**src/rtl/amstrad_vram_fetch_if.sv**
```systemverilog
// amstrad_vram_fetch_if
// Groups the Gate Array / CRTC / SDRAM video-port signals of the VRAM fetch
// unit into one bundle.
//   master : drives timing, CRTC, shift control and VRAM read data
//   slave  : the fetch unit; drives vram_addr, vram_d, byte_strobe
// Parameter BYTES sets the width of vram_din (8*BYTES).
interface amstrad_vram_fetch_if #(
  parameter int BYTES = 2
);
  logic               cpu_n;
  logic               ras_n;
  logic               cas_n;
  logic [13:0]        crtc_ma;
  logic [4:0]         crtc_ra;
  logic               crtc_de;
  logic               shift_en;
  logic [3:0]         shift_cnt;
  logic [8*BYTES-1:0] vram_din;
  logic [14:0]        vram_addr;
  logic [7:0]         vram_d;
  logic               byte_strobe;

  modport master (
    output cpu_n, ras_n, cas_n, crtc_ma, crtc_ra, crtc_de,
           shift_en, shift_cnt, vram_din,
    input  vram_addr, vram_d, byte_strobe
  );

  modport slave (
    input  cpu_n, ras_n, cas_n, crtc_ma, crtc_ra, crtc_de,
           shift_en, shift_cnt, vram_din,
    output vram_addr, vram_d, byte_strobe
  );
endinterface

```
**src/rtl/amstrad_vram_fetch.sv**
```systemverilog
// amstrad_vram_fetch
// Video-RAM fetch unit: forms the CRTC VRAM word address, walks the bytes of
// each BYTES-wide VRAM word one per CAS cycle and optionally delays the byte
// stream by up to MAX_SHIFT bytes.
// Ports:
//   clk      system clock
//   reset_n  asynchronous active-low reset
//   vram_if  amstrad_vram_fetch_if.slave (timing, CRTC, shift control,
//            vram_din in; vram_addr, vram_d, byte_strobe out)
// Build option: define VRAM_FETCH_BLANK_MASK_EN to zero bytes entering the
// delay line while crtc_de is low. The direct (zero delay) path is never
// masked.
module amstrad_vram_fetch #(
  parameter int BYTES     = 2,
  parameter int MAX_SHIFT = 1
) (
  input  logic                 clk,
  input  logic                 reset_n,
  amstrad_vram_fetch_if.slave  vram_if
);

  localparam int BSEL_W = (BYTES > 1) ? $clog2(BYTES) : 1;

  logic [BSEL_W-1:0] bsel_q, bsel_d;
  logic              cas_old_q;
  logic [14:0]       addr_q, addr_d;
  logic [7:0]        d_q, d_d;
  logic              strobe_q;
  logic [7:0]        dl_q [MAX_SHIFT];

  logic              byte_event;
  logic              cas_rise;
  logic [3:0]        k;
  logic [7:0]        cur_byte;
  logic [7:0]        tap;
  logic [7:0]        m;

  // Only the first low cycle of CAS inside a video slot is a byte event.
  assign byte_event = vram_if.cpu_n & ~vram_if.ras_n & ~vram_if.cas_n & cas_old_q;
  assign cas_rise   = vram_if.cas_n & ~cas_old_q;

  always_comb begin
    k = 4'd0;
    if (vram_if.shift_en) begin
      if (vram_if.shift_cnt > 4'(MAX_SHIFT)) k = 4'(MAX_SHIFT);
      else                                   k = vram_if.shift_cnt;
    end

    cur_byte = 8'h00;
    for (int i = 0; i < BYTES; i++) begin
      if (bsel_q == BSEL_W'(i)) cur_byte = vram_if.vram_din[8*i +: 8];
    end

    // tap = dl[k-1]; compare form keeps the index width clean for any depth
    tap = 8'h00;
    for (int i = 0; i < MAX_SHIFT; i++) begin
      if (k == 4'(i + 1)) tap = dl_q[i];
    end

`ifdef VRAM_FETCH_BLANK_MASK_EN
    m = vram_if.crtc_de ? cur_byte : 8'h00;
`else
    m = cur_byte;
`endif

    addr_d = addr_q;
    if (vram_if.cpu_n)
      addr_d = {vram_if.crtc_ma[13:12], vram_if.crtc_ra[2:0], vram_if.crtc_ma[9:0]};

    // CPU slot clear takes priority over a coincident CAS rising edge.
    bsel_d = bsel_q;
    if (!vram_if.cpu_n) begin
      bsel_d = '0;
    end else if (cas_rise && !vram_if.ras_n) begin
      if (bsel_q == BSEL_W'(BYTES - 1)) bsel_d = '0;
      else                              bsel_d = bsel_q + BSEL_W'(1);
    end

    d_d = d_q;
    if (byte_event) d_d = (k == 4'd0) ? cur_byte : tap;
  end

  always_ff @(posedge clk or negedge reset_n) begin
    if (!reset_n) begin
      bsel_q    <= '0;
      cas_old_q <= 1'b1;
      addr_q    <= '0;
      d_q       <= '0;
      strobe_q  <= 1'b0;
      for (int i = 0; i < MAX_SHIFT; i++) dl_q[i] <= 8'h00;
    end else begin
      bsel_q    <= bsel_d;
      cas_old_q <= vram_if.cas_n;
      addr_q    <= addr_d;
      d_q       <= d_d;
      strobe_q  <= byte_event;
      if (byte_event) begin
        dl_q[0] <= m;
        for (int i = 1; i < MAX_SHIFT; i++) dl_q[i] <= dl_q[i-1];
      end
    end
  end

  assign vram_if.vram_addr   = addr_q;
  assign vram_if.vram_d      = d_q;
  assign vram_if.byte_strobe = strobe_q;

  // MA[11:10] and RA[4:3] do not take part in the VRAM address.
  logic unused_bits;
  assign unused_bits = ^{vram_if.crtc_ma[11:10], vram_if.crtc_ra[4:3], vram_if.crtc_de};

endmodule

```
**src/flat_wrapper.sv**
```systemverilog
// flat-port wrapper written by rule: the top's interface ports become plain ports
module amstrad_vram_fetch_flat 
#(
  parameter int BYTES     = 2,
  parameter int MAX_SHIFT = 1
)
  (clk, reset_n, vram_if_cpu_n, vram_if_ras_n, vram_if_cas_n, vram_if_crtc_ma, vram_if_crtc_ra, vram_if_crtc_de, vram_if_shift_en, vram_if_shift_cnt, vram_if_vram_din, vram_if_vram_addr, vram_if_vram_d, vram_if_byte_strobe);
  amstrad_vram_fetch_if #(.BYTES(BYTES)) vram_if_i ();
  input  logic clk;
  input  logic reset_n;
  input wire logic [$bits(vram_if_i.cpu_n)-1:0] vram_if_cpu_n;
  input wire logic [$bits(vram_if_i.ras_n)-1:0] vram_if_ras_n;
  input wire logic [$bits(vram_if_i.cas_n)-1:0] vram_if_cas_n;
  input wire logic [$bits(vram_if_i.crtc_ma)-1:0] vram_if_crtc_ma;
  input wire logic [$bits(vram_if_i.crtc_ra)-1:0] vram_if_crtc_ra;
  input wire logic [$bits(vram_if_i.crtc_de)-1:0] vram_if_crtc_de;
  input wire logic [$bits(vram_if_i.shift_en)-1:0] vram_if_shift_en;
  input wire logic [$bits(vram_if_i.shift_cnt)-1:0] vram_if_shift_cnt;
  input wire logic [$bits(vram_if_i.vram_din)-1:0] vram_if_vram_din;
  output wire logic [$bits(vram_if_i.vram_addr)-1:0] vram_if_vram_addr;
  output wire logic [$bits(vram_if_i.vram_d)-1:0] vram_if_vram_d;
  output wire logic [$bits(vram_if_i.byte_strobe)-1:0] vram_if_byte_strobe;
  assign vram_if_i.cpu_n = vram_if_cpu_n;
  assign vram_if_i.ras_n = vram_if_ras_n;
  assign vram_if_i.cas_n = vram_if_cas_n;
  assign vram_if_i.crtc_ma = vram_if_crtc_ma;
  assign vram_if_i.crtc_ra = vram_if_crtc_ra;
  assign vram_if_i.crtc_de = vram_if_crtc_de;
  assign vram_if_i.shift_en = vram_if_shift_en;
  assign vram_if_i.shift_cnt = vram_if_shift_cnt;
  assign vram_if_i.vram_din = vram_if_vram_din;
  assign vram_if_vram_addr = vram_if_i.vram_addr;
  assign vram_if_vram_d = vram_if_i.vram_d;
  assign vram_if_byte_strobe = vram_if_i.byte_strobe;
  amstrad_vram_fetch #(.BYTES(BYTES), .MAX_SHIFT(MAX_SHIFT)) u_core (.clk(clk), .reset_n(reset_n), .vram_if(vram_if_i));
endmodule
```
**config.mk**
```make
export PLATFORM = sky130hd
export DESIGN_NAME = amstrad_vram_fetch_flat
export DESIGN_NICKNAME = d
export VERILOG_FILES = /design/src/rtl/amstrad_vram_fetch_if.sv /design/src/rtl/amstrad_vram_fetch.sv /design/src/flat_wrapper.sv
export SDC_FILE = /design/constraint.sdc
export NUM_CORES = 1
export LEC_CHECK = 0
export CAP_MARGIN = 20
export CELL_PAD_IN_SITES_DETAIL_PLACEMENT = 1
export CELL_PAD_IN_SITES_GLOBAL_PLACEMENT = 2
export CORE_ASPECT_RATIO = 0.6
export CORE_UTILIZATION = 25
export DETAILED_ROUTE_END_ITERATION = 6
export GPL_ROUTABILITY_DRIVEN = 0
export PLACE_DENSITY_LB_ADDON = 0.1
export SYNTH_ARGS = -nofsm -noshare
export SYNTH_HDL_FRONTEND = slang
export SYNTH_SLANG_ARGS = --single-unit
```
**constraint.sdc**
```tcl
create_clock -name clk -period 1.9 [get_ports clk]
set_input_delay 0.38 -clock clk [delete_from_list [all_inputs] [get_ports clk]]
set_output_delay 0.38 -clock clk [all_outputs]
set_load 0.02 [all_outputs]
```
==> results.cfg <==
[detailed_routing]
drc_errors = 0
vias = 1106
drtIter0Drc = 11
drtAntennaViolNets = 0
vias_per_cell = 4.30
wire_per_inst_um = 13.6
wl_mm = 3.50
drtPass1Iterations = 4

[die]
dieArea_mm2 = 0.00621
dieWidth_um = 101
io_pins = 70
coreArea_mm2 = 0.00562
start_util_pct = 26.2
die_h_um = 61.5
fp-row-count = 21

[placed_design]
dp_worst_setup_slack_ns = -0.0278
port-buffer-count = 64
placed_cells = 249
place_hpwl_mm = 2.60

[timing]
hold_ws_ns = 0.166
maxSlewViolCount = 0
tightest_slew_ns = 0.772
setup_viol = 0
finalHoldViolCount = 0
min_period_over_period_pct = 86.3
skew_ns = 0.00366
fin_tns_setup_ns = 0
slew_headroom_pct = 48.6
fmax_mhz = 610
rsz0062_at_grt = no
period_minus_slack_ns = 1.64
finalWorstSetupSlack_ns = 0.259

[synth]
ys_warn_count = 0
syn_area_per_cell_um2 = 13.6
syn_inst = 108
synth-seq-area-share_pct = 57.9
synth_top_cell_by_area = dfrtp_1
ys_types = 21
synth_ff_type = dfrtp_1
synth_area_leaders = dfrtp_1, mux2_2, mux2i_1, a21o_1, a221o_2
synth_top_area_share_pct = 56.1
async_flop_share_pct = 100
synth_nets = 154
synth_edf_count = 0
synth-seq-cells = 34
syn_area_mm2 = 0.00147

[status]
status = complete, no violations

[finish]
diodes = 0
fillCellCount = 617
nNetsFinal = 222
syn_to_final_growth_pct = 55.1
fin_util_pct = 40.6
instances_no_fill = 257
drive_gt1_share_pct = 19.8

[setup_path]
crit_buf_inv = 1
reg2reg_depth = 3
cp.required_ns = 1.52
start_kind = flop
path_depth = 1
critPathTopFamily = buffers and inverters
slowest_stage = clkdlybuf4s50_1
crit_path_max_incr_delay_ns = 0.63
path_cells = clkdlybuf4s50_1
crit_type = flop to output pin
arrival_ns = 1.26
crit_path_end_kind = output pin
critPathMaxFanout = 2

[grt]
grt_max_degree = 35
grt_overflow_total = 0
grt_pass1_vias = 1148
antenna_found_initial = 0
grt_usage_pct = 12.4
grt_pass1_wl_mm = 5.55

[clock_network]
tritoncts = yes
cts_post_setup_buffers_inserted = 0
insertion_delay_ns = 0.27
ctsHtreeMaxLevel = 2
cts-hold-fix-buffers = 0
clockBufferDepth = 2
cts_buffers = 5
cts.repair.resized = 0
clock_sinks = 34
path_clk_slew_ns = 0.07
cts-root-buf = clkbuf_8

[power_and_ir_drop]
ir_drop_uv = 308
p_leak_uw = 0.000983
pwr_density_cell_mw_per_mm2 = 840

[worst_hold_path]
worstHoldPathType = primary input to async pin

[run]
drv_cap = 0
[registers in the layout (all words and copies together) (netlist names)]
| name | flops |
|---|---|
| u_core.bsel_q | 1 |
| u_core.cas_old_q | 1 |
| u_core.dl_q | 8 |
| u_core.vram_if.byte_strobe | 1 |
| u_core.vram_if.vram_addr | 15 |
| u_core.vram_if.vram_d | 8 |
[metrics by stage]
stage	power [uW]	area, um2
after floorplan	1150	1470
final	1920	2280
after global routing	2050	2280
after CTS	1960	2280
after detailed placement	1450	2200
after global placement	1420	2200
[cells in the mapped netlist, types with 2 or more instances]
| library cell | count |
|---|---|
| a221o_2 | 4 |
| o21ai_0 | 2 |
| inv_1 | 7 |
| dfrtp_1 | 33 |
| buf_2 | 3 |
| buf_6 | 2 |
| a21o_1 | 6 |
| a221o_1 | 2 |
| nand2_1 | 2 |
| nor3_1 | 6 |
| nor2_1 | 6 |
| mux2_2 | 19 |
| mux2i_1 | 8 |
[power breakdown]
part / total [uW] / internal, uW / leakage, uW / switching (uW)
Clock: 498 / 260 / 0.0000395 / 237
Sequential: 901 / 836 / 0.000415 / 64.9
Combinational: 522 / 306 / 0.000528 / 215
Total: 1920 / 1400 / 0.000983 / 518
[logic make-up (layout without fill, tap and decap cells)]
logic type             count (synthesis)  count (layout)  share of synthesized area [%]
multiplexers                          27              27                           20.0
XOR/XNOR                               1               1                          0.595
AO/OA/AOI/OAI                         15              15                           10.0
buffers and inverters                 14              83                           5.78
AND/OR/NAND/NOR                       17              17                           5.78
flip-flops                            34              34                           57.9
[per-layer routing]
metal / GRT usage, % / part of all wire [%] / vias up
met3: 4.99 / 6.6 / 2
met1: 15.7 / 46 / 555
met2: 19.1 / 46 / 35
met4: 4.97 / 0.80 / 0
met5: 0 / 0 / -
li1: - / - / 514
[cell type report]
cell class / count / area (um2) / area share, %
Clock buffer: 8 / 80.1 / 3.50
Inverter: 7 / 26.3 / 1.15
Multi-Input combinational cell: 60 / 536 / 23.4
Sequential cell: 34 / 852 / 37.3
Tap cell: 80 / 100 / 4.38
Timing Repair Buffer: 68 / 691 / 30.2
[layout by cell type (no fill, tap or decap), types with 4 or more instances in the layout]
cell,instances
mux2i_1,8
dfrtp_1,33
a221o_2,4
clkdlybuf4s50_1,63
nor3_1,6
a21o_1,6
mux2_2,19
inv_1,7
clkbuf_8,5
nor2_1,6
[worst paths after layout]
check                                              start                            to  slack (ns)
worst max-delay path            u_core.vram_if.vram_d[3]             vram_if_vram_d[3]        0.26
worst min-delay path                             reset_n  u_core.vram_if.vram_addr[11]        0.17
worst max register to register             u_core.bsel_q      u_core.vram_if.vram_d[2]        0.36
worst min register to register            u_core.dl_q[7]                u_core.dl_q[7]        0.48
max in group asynchronous                        reset_n      u_core.vram_if.vram_d[2]        1.23
min in group clk                          u_core.dl_q[7]                u_core.dl_q[7]        0.48
Power figures use the tool's default switching activity.
